===== config.mk =====
export PLATFORM = sky130hd
export DESIGN_NAME = sync_fifo_fwft_flat
export DESIGN_NICKNAME = d
export VERILOG_FILES = /design/src/rtl/sync_fifo_fwft_pkg.sv /design/src/rtl/sync_fifo_fwft_if.sv /design/src/rtl/sync_fifo_fwft_dpram.sv /design/src/rtl/sync_fifo_fwft.sv /design/src/flat_wrapper.sv
export SDC_FILE = /design/constraint.sdc
export NUM_CORES = 1
export LEC_CHECK = 0
export BUFFER_PORTS_ARGS = -buffer_cell sky130_fd_sc_hd__buf_2
export CORE_ASPECT_RATIO = 0.6
export CORE_MARGIN = 2
export CORE_UTILIZATION = 60
export CTS_CLUSTER_SIZE = 28
export DETAILED_ROUTE_END_ITERATION = 8
export GPL_TIMING_DRIVEN = 0
export HOLD_SLACK_MARGIN = 0.06
export PLACE_DENSITY = 0.82
export REMOVE_ABC_BUFFERS = 1
export SLEW_MARGIN = 10
export SYNTH_ARGS = -nofsm -noshare
export SYNTH_HDL_FRONTEND = slang
export SYNTH_SLANG_ARGS = --single-unit

===== constraint.sdc =====
create_clock -name clk -period 2.8 [get_ports clk]
set_input_delay 0.14 -clock clk [delete_from_list [all_inputs] [get_ports clk]]
set_output_delay 0.14 -clock clk [all_outputs]
set_load 0.005 [all_outputs]

===== src/rtl/sync_fifo_fwft_pkg.sv =====
// sfifo_pkg: shared constants and the width helper used by the FIFO slice.
package sfifo_pkg;

  localparam int FWFT_OFF = 0;
  localparam int FWFT_ON  = 1;

  // ceil(log2(n)); works for any n >= 1, used for ADDR_W and CNT_W
  function automatic int clog2(input int n);
    int r;
    int v;
    r = 0;
    v = 1;
    while (v < n) begin
      v = v << 1;
      r = r + 1;
    end
    return r;
  endfunction

endpackage


===== src/rtl/sync_fifo_fwft_if.sv =====
// sync_fifo_fwft_if: producer/consumer bus of the FIFO. The FIFO sits on the
// slave modport, the block driving it (or a bench) on the master modport.
interface sync_fifo_fwft_if
  import sfifo_pkg::*;
#(
  parameter int DATA_W = 8,
  parameter int CNT_W  = clog2(16 + 1)
);

  logic              clr;
  logic              wr_en;
  logic [DATA_W-1:0] wr_data;
  logic              rd_en;
  logic [DATA_W-1:0] rd_data;
  logic              rd_valid;
  logic [CNT_W-1:0]  af_thresh;
  logic [CNT_W-1:0]  ae_thresh;
  logic              full;
  logic              empty;
  logic              almost_full;
  logic              almost_empty;
  logic              overflow;
  logic              underflow;
  logic [CNT_W-1:0]  word_count;
  logic [CNT_W-1:0]  high_water;

  modport master (
    output clr, wr_en, wr_data, rd_en, af_thresh, ae_thresh,
    input  rd_data, rd_valid, full, empty, almost_full, almost_empty,
           overflow, underflow, word_count, high_water
  );

  modport slave (
    input  clr, wr_en, wr_data, rd_en, af_thresh, ae_thresh,
    output rd_data, rd_valid, full, empty, almost_full, almost_empty,
           overflow, underflow, word_count, high_water
  );

endinterface


===== src/rtl/sync_fifo_fwft_dpram.sv =====
// sfifo_dpram: 1W/1R storage, synchronous write, registered read with enable.
// The read register doubles as the FIFO output register, so it is reset and
// flushed; the array itself is never cleared.
module sfifo_dpram #(
  parameter int DATA_W = 8,
  parameter int DEPTH  = 16,
  parameter int ADDR_W = 4
) (
  input  logic              clk,
  input  logic              rst_n,
  input  logic              clr_i,
  input  logic              we_i,
  input  logic [ADDR_W-1:0] waddr_i,
  input  logic [DATA_W-1:0] wdata_i,
  input  logic              re_i,
  input  logic [ADDR_W-1:0] raddr_i,
  output logic [DATA_W-1:0] rdata_o
);

  logic [DATA_W-1:0] mem_q [DEPTH];
  logic [DATA_W-1:0] rdata_q;

  // storage write; no reset so it maps onto plain RAM
  always_ff @(posedge clk) begin
    if (we_i) mem_q[waddr_i] <= wdata_i;
  end

  // read register: holds the last word read until the next enabled read
  always_ff @(posedge clk or negedge rst_n) begin
    if (!rst_n)     rdata_q <= '0;
    else if (clr_i) rdata_q <= '0;
    else if (re_i)  rdata_q <= mem_q[raddr_i];
  end

  assign rdata_o = rdata_q;

endmodule


===== src/rtl/sync_fifo_fwft.sv =====
// sync_fifo_fwft: single-clock FIFO, any DEPTH >= 2, standard or
// first-word-fall-through read, programmable almost flags, sticky errors.
// Optional feature macro: SFIFO_HWM_EN enables the high-water-mark register;
// without it high_water is tied to zero.
module sync_fifo_fwft
  import sfifo_pkg::*;
#(
  parameter int DATA_W = 8,
  parameter int DEPTH  = 16,
  parameter int FWFT   = FWFT_OFF
) (
  input  logic            clk,
  input  logic            rst_n,
  sync_fifo_fwft_if.slave bus
);

  localparam int ADDR_W = clog2(DEPTH);
  localparam int CNT_W  = clog2(DEPTH + 1);
  localparam logic [CNT_W-1:0]  DEPTH_C = CNT_W'(DEPTH);
  localparam logic [ADDR_W-1:0] LAST_A  = ADDR_W'(DEPTH - 1);

  logic [ADDR_W-1:0] wr_ptr_q, wr_ptr_d;
  logic [ADDR_W-1:0] rd_ptr_q, rd_ptr_d;
  logic [CNT_W-1:0]  cnt_q, cnt_d;
  logic              vld_q, vld_d;
  logic              ovf_q, ovf_d;
  logic              unf_q, unf_d;

  logic              full_w, empty_w;
  logic              wr_acc, rd_acc;
  logic              ram_re, vld_nxt;
  logic [DATA_W-1:0] ram_rdata;

  // explicit wrap so non-power-of-2 depths never address past the array
  function automatic logic [ADDR_W-1:0] ptr_inc(input logic [ADDR_W-1:0] p);
    return (p == LAST_A) ? '0 : p + 1'b1;
  endfunction

  assign full_w = (cnt_q == DEPTH_C);

  // acceptance uses pre-edge flags only; nothing is accepted during a flush
  assign wr_acc = bus.wr_en & ~full_w  & ~bus.clr;
  assign rd_acc = bus.rd_en & ~empty_w & ~bus.clr;

  generate
    if (FWFT == FWFT_ON) begin : g_fwft
      logic [CNT_W-1:0] ram_cnt;
      // prefetch the head into the output register whenever it is free or
      // being popped and the RAM still holds words, so pops stream bubble-free
      always_comb begin
        ram_cnt = cnt_q - CNT_W'(vld_q);
        ram_re  = (ram_cnt != '0) && (!vld_q || rd_acc);
        vld_nxt = ram_re || (vld_q && !rd_acc);
      end
      assign empty_w = ~vld_q;
    end else begin : g_std
      // standard mode: a read fetches straight from RAM, valid for one cycle
      always_comb begin
        ram_re  = rd_acc;
        vld_nxt = rd_acc;
      end
      assign empty_w = (cnt_q == '0);
    end
  endgenerate

  // next-state for pointers, occupancy, valid and sticky error flags
  always_comb begin
    wr_ptr_d = wr_ptr_q;
    rd_ptr_d = rd_ptr_q;
    cnt_d    = cnt_q;
    vld_d    = vld_q;
    ovf_d    = ovf_q;
    unf_d    = unf_q;
    if (bus.clr) begin
      wr_ptr_d = '0;
      rd_ptr_d = '0;
      cnt_d    = '0;
      vld_d    = 1'b0;
      ovf_d    = 1'b0;
      unf_d    = 1'b0;
    end else begin
      if (wr_acc) wr_ptr_d = ptr_inc(wr_ptr_q);
      if (ram_re) rd_ptr_d = ptr_inc(rd_ptr_q);
      case ({wr_acc, rd_acc})
        2'b10:   cnt_d = cnt_q + 1'b1;
        2'b01:   cnt_d = cnt_q - 1'b1;
        default: cnt_d = cnt_q;
      endcase
      vld_d = vld_nxt;
      if (bus.wr_en && full_w)  ovf_d = 1'b1;
      if (bus.rd_en && empty_w) unf_d = 1'b1;
    end
  end

  // state registers
  always_ff @(posedge clk or negedge rst_n) begin
    if (!rst_n) begin
      wr_ptr_q <= '0;
      rd_ptr_q <= '0;
      cnt_q    <= '0;
      vld_q    <= 1'b0;
      ovf_q    <= 1'b0;
      unf_q    <= 1'b0;
    end else begin
      wr_ptr_q <= wr_ptr_d;
      rd_ptr_q <= rd_ptr_d;
      cnt_q    <= cnt_d;
      vld_q    <= vld_d;
      ovf_q    <= ovf_d;
      unf_q    <= unf_d;
    end
  end

  sfifo_dpram #(
    .DATA_W (DATA_W),
    .DEPTH  (DEPTH),
    .ADDR_W (ADDR_W)
  ) u_ram (
    .clk     (clk),
    .rst_n   (rst_n),
    .clr_i   (bus.clr),
    .we_i    (wr_acc),
    .waddr_i (wr_ptr_q),
    .wdata_i (bus.wr_data),
    .re_i    (ram_re),
    .raddr_i (rd_ptr_q),
    .rdata_o (ram_rdata)
  );

`ifdef SFIFO_HWM_EN
  logic [CNT_W-1:0] hwm_q, hwm_d;

  // track the largest post-edge occupancy since reset or flush
  always_comb begin
    hwm_d = hwm_q;
    if (bus.clr)           hwm_d = '0;
    else if (cnt_d > hwm_q) hwm_d = cnt_d;
  end

  // high-water register
  always_ff @(posedge clk or negedge rst_n) begin
    if (!rst_n) hwm_q <= '0;
    else        hwm_q <= hwm_d;
  end

  assign bus.high_water = hwm_q;
`else
  assign bus.high_water = '0;
`endif

  assign bus.rd_data      = ram_rdata;
  assign bus.rd_valid     = vld_q;
  assign bus.full         = full_w;
  assign bus.empty        = empty_w;
  assign bus.almost_full  = (cnt_q >= bus.af_thresh);
  assign bus.almost_empty = (cnt_q <= bus.ae_thresh);
  assign bus.overflow     = ovf_q;
  assign bus.underflow    = unf_q;
  assign bus.word_count   = cnt_q;

endmodule


===== src/flat_wrapper.sv =====
// flat-port wrapper written by rule: the top's interface ports become plain ports
module sync_fifo_fwft_flat import sfifo_pkg::*;
#(
  parameter int DATA_W = 8,
  parameter int DEPTH  = 16,
  parameter int FWFT   = FWFT_OFF
)
  (clk, rst_n, bus_clr, bus_wr_en, bus_wr_data, bus_rd_en, bus_af_thresh, bus_ae_thresh, bus_rd_data, bus_rd_valid, bus_full, bus_empty, bus_almost_full, bus_almost_empty, bus_overflow, bus_underflow, bus_word_count, bus_high_water);
  sync_fifo_fwft_if #(.DATA_W(DATA_W), .CNT_W(5)) bus_i ();
  input  logic clk;
  input  logic rst_n;
  input wire logic [$bits(bus_i.clr)-1:0] bus_clr;
  input wire logic [$bits(bus_i.wr_en)-1:0] bus_wr_en;
  input wire logic [$bits(bus_i.wr_data)-1:0] bus_wr_data;
  input wire logic [$bits(bus_i.rd_en)-1:0] bus_rd_en;
  input wire logic [$bits(bus_i.af_thresh)-1:0] bus_af_thresh;
  input wire logic [$bits(bus_i.ae_thresh)-1:0] bus_ae_thresh;
  output wire logic [$bits(bus_i.rd_data)-1:0] bus_rd_data;
  output wire logic [$bits(bus_i.rd_valid)-1:0] bus_rd_valid;
  output wire logic [$bits(bus_i.full)-1:0] bus_full;
  output wire logic [$bits(bus_i.empty)-1:0] bus_empty;
  output wire logic [$bits(bus_i.almost_full)-1:0] bus_almost_full;
  output wire logic [$bits(bus_i.almost_empty)-1:0] bus_almost_empty;
  output wire logic [$bits(bus_i.overflow)-1:0] bus_overflow;
  output wire logic [$bits(bus_i.underflow)-1:0] bus_underflow;
  output wire logic [$bits(bus_i.word_count)-1:0] bus_word_count;
  output wire logic [$bits(bus_i.high_water)-1:0] bus_high_water;
  assign bus_i.clr = bus_clr;
  assign bus_i.wr_en = bus_wr_en;
  assign bus_i.wr_data = bus_wr_data;
  assign bus_i.rd_en = bus_rd_en;
  assign bus_i.af_thresh = bus_af_thresh;
  assign bus_i.ae_thresh = bus_ae_thresh;
  assign bus_rd_data = bus_i.rd_data;
  assign bus_rd_valid = bus_i.rd_valid;
  assign bus_full = bus_i.full;
  assign bus_empty = bus_i.empty;
  assign bus_almost_full = bus_i.almost_full;
  assign bus_almost_empty = bus_i.almost_empty;
  assign bus_overflow = bus_i.overflow;
  assign bus_underflow = bus_i.underflow;
  assign bus_word_count = bus_i.word_count;
  assign bus_high_water = bus_i.high_water;
  sync_fifo_fwft #(.DATA_W(DATA_W), .DEPTH(DEPTH), .FWFT(FWFT)) u_core (.clk(clk), .rst_n(rst_n), .bus(bus_i));
endmodule

==> summary.md <==
| Metric | Value |
|---|---|
| Overall Power | `0.006512 W` |
| Filler instances | `between 600 and 700` |
| Final HPWL DP | `roughly 8700 µm` |
| Fin util | `between 70 and 80%` |
| Final setup vio count | `0` |
| Die Outline Area | `~12000 µm²` |
| Floorplan die height | `85.68 µm` |
| Number of remaining DRC errors | `5` |
| Fraction of final layout cells with drive strength greater than 1 | `between 20 and 30%` |
| Total of warnings raised by yosys | `0` |
| Register-to-register setup slack | `0.11 ns` |
| Fraction of the yosys area taken by sequential cells | `66.62%` |
| Iteration-0 DRC Markers | `around 370` |
| Data required time of the critical path | `3.09 ns` |
| Multi-input gate area in the final layout | `2059 µm²` |
| Number of nets in the layout | `about 480` |
| Final wirelength | `between 10000 and 15000 µm` |
| Flip-flop and latch count after synthesis | `between 150 and 200` |
| Count of buffers from port buffering | `42` |
| EDFF count, synth | `128` |
| Chip Width | `140.1 µm` |
| Number of buffers inserted during clock tree synthesis | `17` |
| Worst min-delay path class | `in2reg` |
| Clock skew | `0.01064 ns` |
| Count of final hold-check violations | `0` |
| Maximum number of pins on one net before global-route repair | `37` |
| Synth-to-Final Area Change | `14.31%` |
| Wire length the detailed router placed on met1 | `roughly 5900 µm` |
| Failing checks | `DRC` |
| Cell at the root of the clock tree | `sky130_fd_sc_hd__clkbuf_16` |
| Total iterations of the first detailed-routing run | `9` |
| Result of the run | `complete, but fails checks` |
| Kind of start point of the critical path | `flip-flop` |
| Endpoint of the most critical register-to-register path | `u_core.bus.word_count[4]` |
| Peak VDD IR | `0.5429 mV` |
| Pwr/cell area | `854.0 nW/µm²` |
| Number of library cell types mapped by synthesis | `47` |
| Synth top area share | `57.61%` |
| Fraction of registers with async set or reset after synthesis | `15.79%` |
| Number of antenna cells inserted | `0` |
| Via count of the first global-routing pass | `3602` |
| Commonest register cell after synthesis | `sky130_fd_sc_hd__edfxtp_1` |
| Average size of a mapped cell | `17.19 µm²` |
| Startpoint of the lowest-slack register-to-register path | `u_core.bus.word_count[0]` |
| Wire length per cell | `23.65 µm` |
| Post-Place Cell Area | `6902 µm²` |
| Cell accounting for the most synthesized area | `sky130_fd_sc_hd__edfxtp_1` |
| Initial antenna violation count | `0` |
| Arr. time, crit path | `2.98 ns` |
| Hold path depth | `3` |
| Top post-synthesis cells by area | `sky130_fd_sc_hd__edfxtp_1 (58%), sky130_fd_sc_hd__dfrtp_1 (9.0%), sky130_fd_sc_hd__mux4_2 (7.8%)` |
| Worst setup EP type | `flip-flop` |
| Number of vias per cell | `around 6.2` |
| Final antenna-violating net count | `0` |
| Category of the most critical setup path | `reg2reg` |
| Placeable core region | `10700 µm²` |
| Count of cells along the worst register-to-register path | `10` |
| Aggregate global-route resource usage | `25.05%` |
| Final slew viol count | `0` |
| Maximum level of the CTS H-tree | `4` |
| Top routing layer used | `met4` |
| GR Overflow Total | `0` |
| I/O pin total | `between 40 and 50` |
| Length of routed met3 wiring | `1368 µm` |
| Fmax achieved | `~0.37 GHz` |
| Vias | `3635` |
| Slew of the pin with the lowest slew margin | `0.8693 ns` |
| Number of buffers on the longest clock path | `2` |
| Most common cell after layout, fill and taps aside | `sky130_fd_sc_hd__edfxtp_1` |
| Leak pwr | `2.766 nW` |
| TritonCTS clock tree | `built` |
| Clk sink count | `152` |
| Rel. slew slack | `41.83%` |
| Final critical delay including setup and external delays | `2.695 ns` |
| Finished layout cell area | `7626 µm²` |
| Length of routed met2 wiring | `6512 µm` |
| Largest fanout of any net on the critical path | `5` |
| Cell area after synthesis | `6671 µm²` |
| Start point of the worst min-delay path | `bus_wr_en` |
| Highest-count cells in the layout ignoring fill and taps | `sky130_fd_sc_hd__edfxtp_1 (128), sky130_fd_sc_hd__buf_2 (42), sky130_fd_sc_hd__nand2_1 (31), sky130_fd_sc_hd__mux4_2 (23)` |
| Unrepaired setup endpoints after global routing | `yes` |
| CTS clk-pin slew, worst paths | `0.06 ns` |
| Share of the clock period used by the worst path after layout | `96.25%` |
| Sequential cell area | `about 4500 µm²` |
| Max cap viols | `0` |
| Effective utilization at floorplan | `about 62%` |
| Terminating pin of the worst hold path | `u_core.bus.overflow` |
| Clock insertion delay at the later pin of the skew report | `0.41 ns` |
| GP Congestion | `0.7426` |
| Cell count after synthesis | `388` |
| First-pass GRT wire length | `~21000 µm` |
| Total number of placement rows | `29` |
==> critical path, stage by stage (launching register included) <==
cell,delay [ns]
sky130_fd_sc_hd__dfrtp_2,0.46
sky130_fd_sc_hd__nor4_4,0.47
sky130_fd_sc_hd__mux2_4,0.38
sky130_fd_sc_hd__xor2_1,0.15
sky130_fd_sc_hd__ha_1,0.23
sky130_fd_sc_hd__o22ai_1,0.18
sky130_fd_sc_hd__nor2_1,0.07
sky130_fd_sc_hd__mux2i_2,0.22
sky130_fd_sc_hd__nand2_2,0.12
sky130_fd_sc_hd__o2111ai_2,0.18
sky130_fd_sc_hd__o211ai_1,0.10
==> cell usage after synthesis (2+ instances only) <==
master,instances
sky130_fd_sc_hd__a31oi_1,3
sky130_fd_sc_hd__nand2b_1,5
sky130_fd_sc_hd__xnor2_1,2
sky130_fd_sc_hd__edfxtp_1,128
sky130_fd_sc_hd__buf_6,7
sky130_fd_sc_hd__buf_8,2
sky130_fd_sc_hd__mux4_1,17
sky130_fd_sc_hd__nor3_1,7
sky130_fd_sc_hd__buf_4,7
sky130_fd_sc_hd__clkbuf_1,3
sky130_fd_sc_hd__xor2_1,5
sky130_fd_sc_hd__and2_1,2
sky130_fd_sc_hd__buf_2,6
sky130_fd_sc_hd__a21oi_1,19
sky130_fd_sc_hd__nor2_1,27
sky130_fd_sc_hd__inv_1,12
sky130_fd_sc_hd__dfrtp_1,24
sky130_fd_sc_hd__o21ai_0,5
sky130_fd_sc_hd__ha_1,17
sky130_fd_sc_hd__mux4_2,23
sky130_fd_sc_hd__nand2_1,32
sky130_fd_sc_hd__a21o_1,2
sky130_fd_sc_hd__mux2i_1,4
sky130_fd_sc_hd__nor2b_1,4
sky130_fd_sc_hd__nand3_1,2
sky130_fd_sc_hd__o22ai_1,2
==> repair_timing <==
action,4_1_cts,5_1_grt
hold endpoints to repair,24,0
setup endpoints to repair,112,91
buffers inserted,0,10
pin swaps,1,1
gates resized for setup,10,9
hold buffers,1,0
==> stage by stage <==
step	setup slack (ns)	setup TNS, ns	hold slack [ns]	std cells
4_1_cts	-0.07417	-1.314	0.08687	581
5_1_grt	-0.05005	-0.05005	0.1076	591
3_3_place_gp	-0.5299	-15.51	0.1583	546
6_report	0.1050	0	0.1088	591
3_5_place_dp	-0.01757	-0.2686	0.1624	548
2_1_floorplan	0.1437	0	-0.1556	365
==> kinds of logic (layout without fill, tap and decap cells) <==
| logic type | count (synthesis) | in the layout | synth area share [%] |
|---|---|---|---|
| multiplexers | 45 | 45 | 15.29 |
| XOR/XNOR | 7 | 7 | 0.9190 |
| AND/OR/NAND/NOR | 88 | 88 | 6.302 |
| adder cells (fa/ha/maj) | 17 | 17 | 3.188 |
| flip-flops | 152 | 152 | 66.62 |
| AO/OA/AOI/OAI | 39 | 39 | 3.676 |
| buffers and inverters | 39 | 99 | 3.957 |
| other | 1 | 5 | 0.05621 |
==> per-layer routing <==
metal,vias to the layer above,global-route usage [%]
met2,169,36.68
met1,1840,38.36
li1,1605,-
met4,0,6.336
met3,21,6.812
met5,-,0
==> state kept, by name, summed over array words and instances (netlist names) <==
| name | cells |
|---|---|
| u_core.bus.word_count | 5 |
| u_core.rd_ptr_q | 4 |
| u_core.bus.rd_valid | 1 |
| u_core.wr_ptr_q | 4 |
| u_core.u_ram.rdata_o | 8 |
| u_core.bus.underflow | 1 |
| u_core.u_ram.mem_q | 128 |
| u_core.bus.overflow | 1 |
==> worst max-delay path by stage <==
| stage | endpoint | slack [ns] | startpoint | depth (start not counted) |
|---|---|---|---|---|
| after floorplan | u_core.u_ram.rdata_o[0] | 0.14 | u_core.rd_ptr_q[0] | 4 |
| after global placement | u_core.u_ram.rdata_o[1] | -0.53 | u_core.rd_ptr_q[0] | 4 |
| after detailed placement | u_core.u_ram.mem_q[1][1] | -0.02 | u_core.bus.word_count[1] | 5 |
| after CTS | u_core.u_ram.mem_q[14][3] | -0.07 | u_core.bus.word_count[1] | 5 |
| after global routing | u_core.bus.word_count[4] | -0.05 | u_core.bus.word_count[0] | 10 |
| final | u_core.bus.word_count[4] | 0.11 | u_core.bus.word_count[0] | 10 |
==> final cells by class <==
cell class / instances / area share, %
Timing Repair Buffer: 55 / 4.233
Tap cell: 139 / 2.281
Sequential cell: 152 / 58.36
Multi-Input combinational cell: 201 / 27.01
Clock inverter: 6 / 0.8203
Inverter: 12 / 0.5906
Clock buffer: 26 / 6.710
==> power breakdown <==
part           switching, W  internal, W  total [W]
logic              0.000774     0.000772    0.00155
registers          0.000190      0.00257    0.00276
clock network      0.000852      0.00135    0.00221
total               0.00182      0.00470    0.00651
Power figures use the tool's default switching activity.
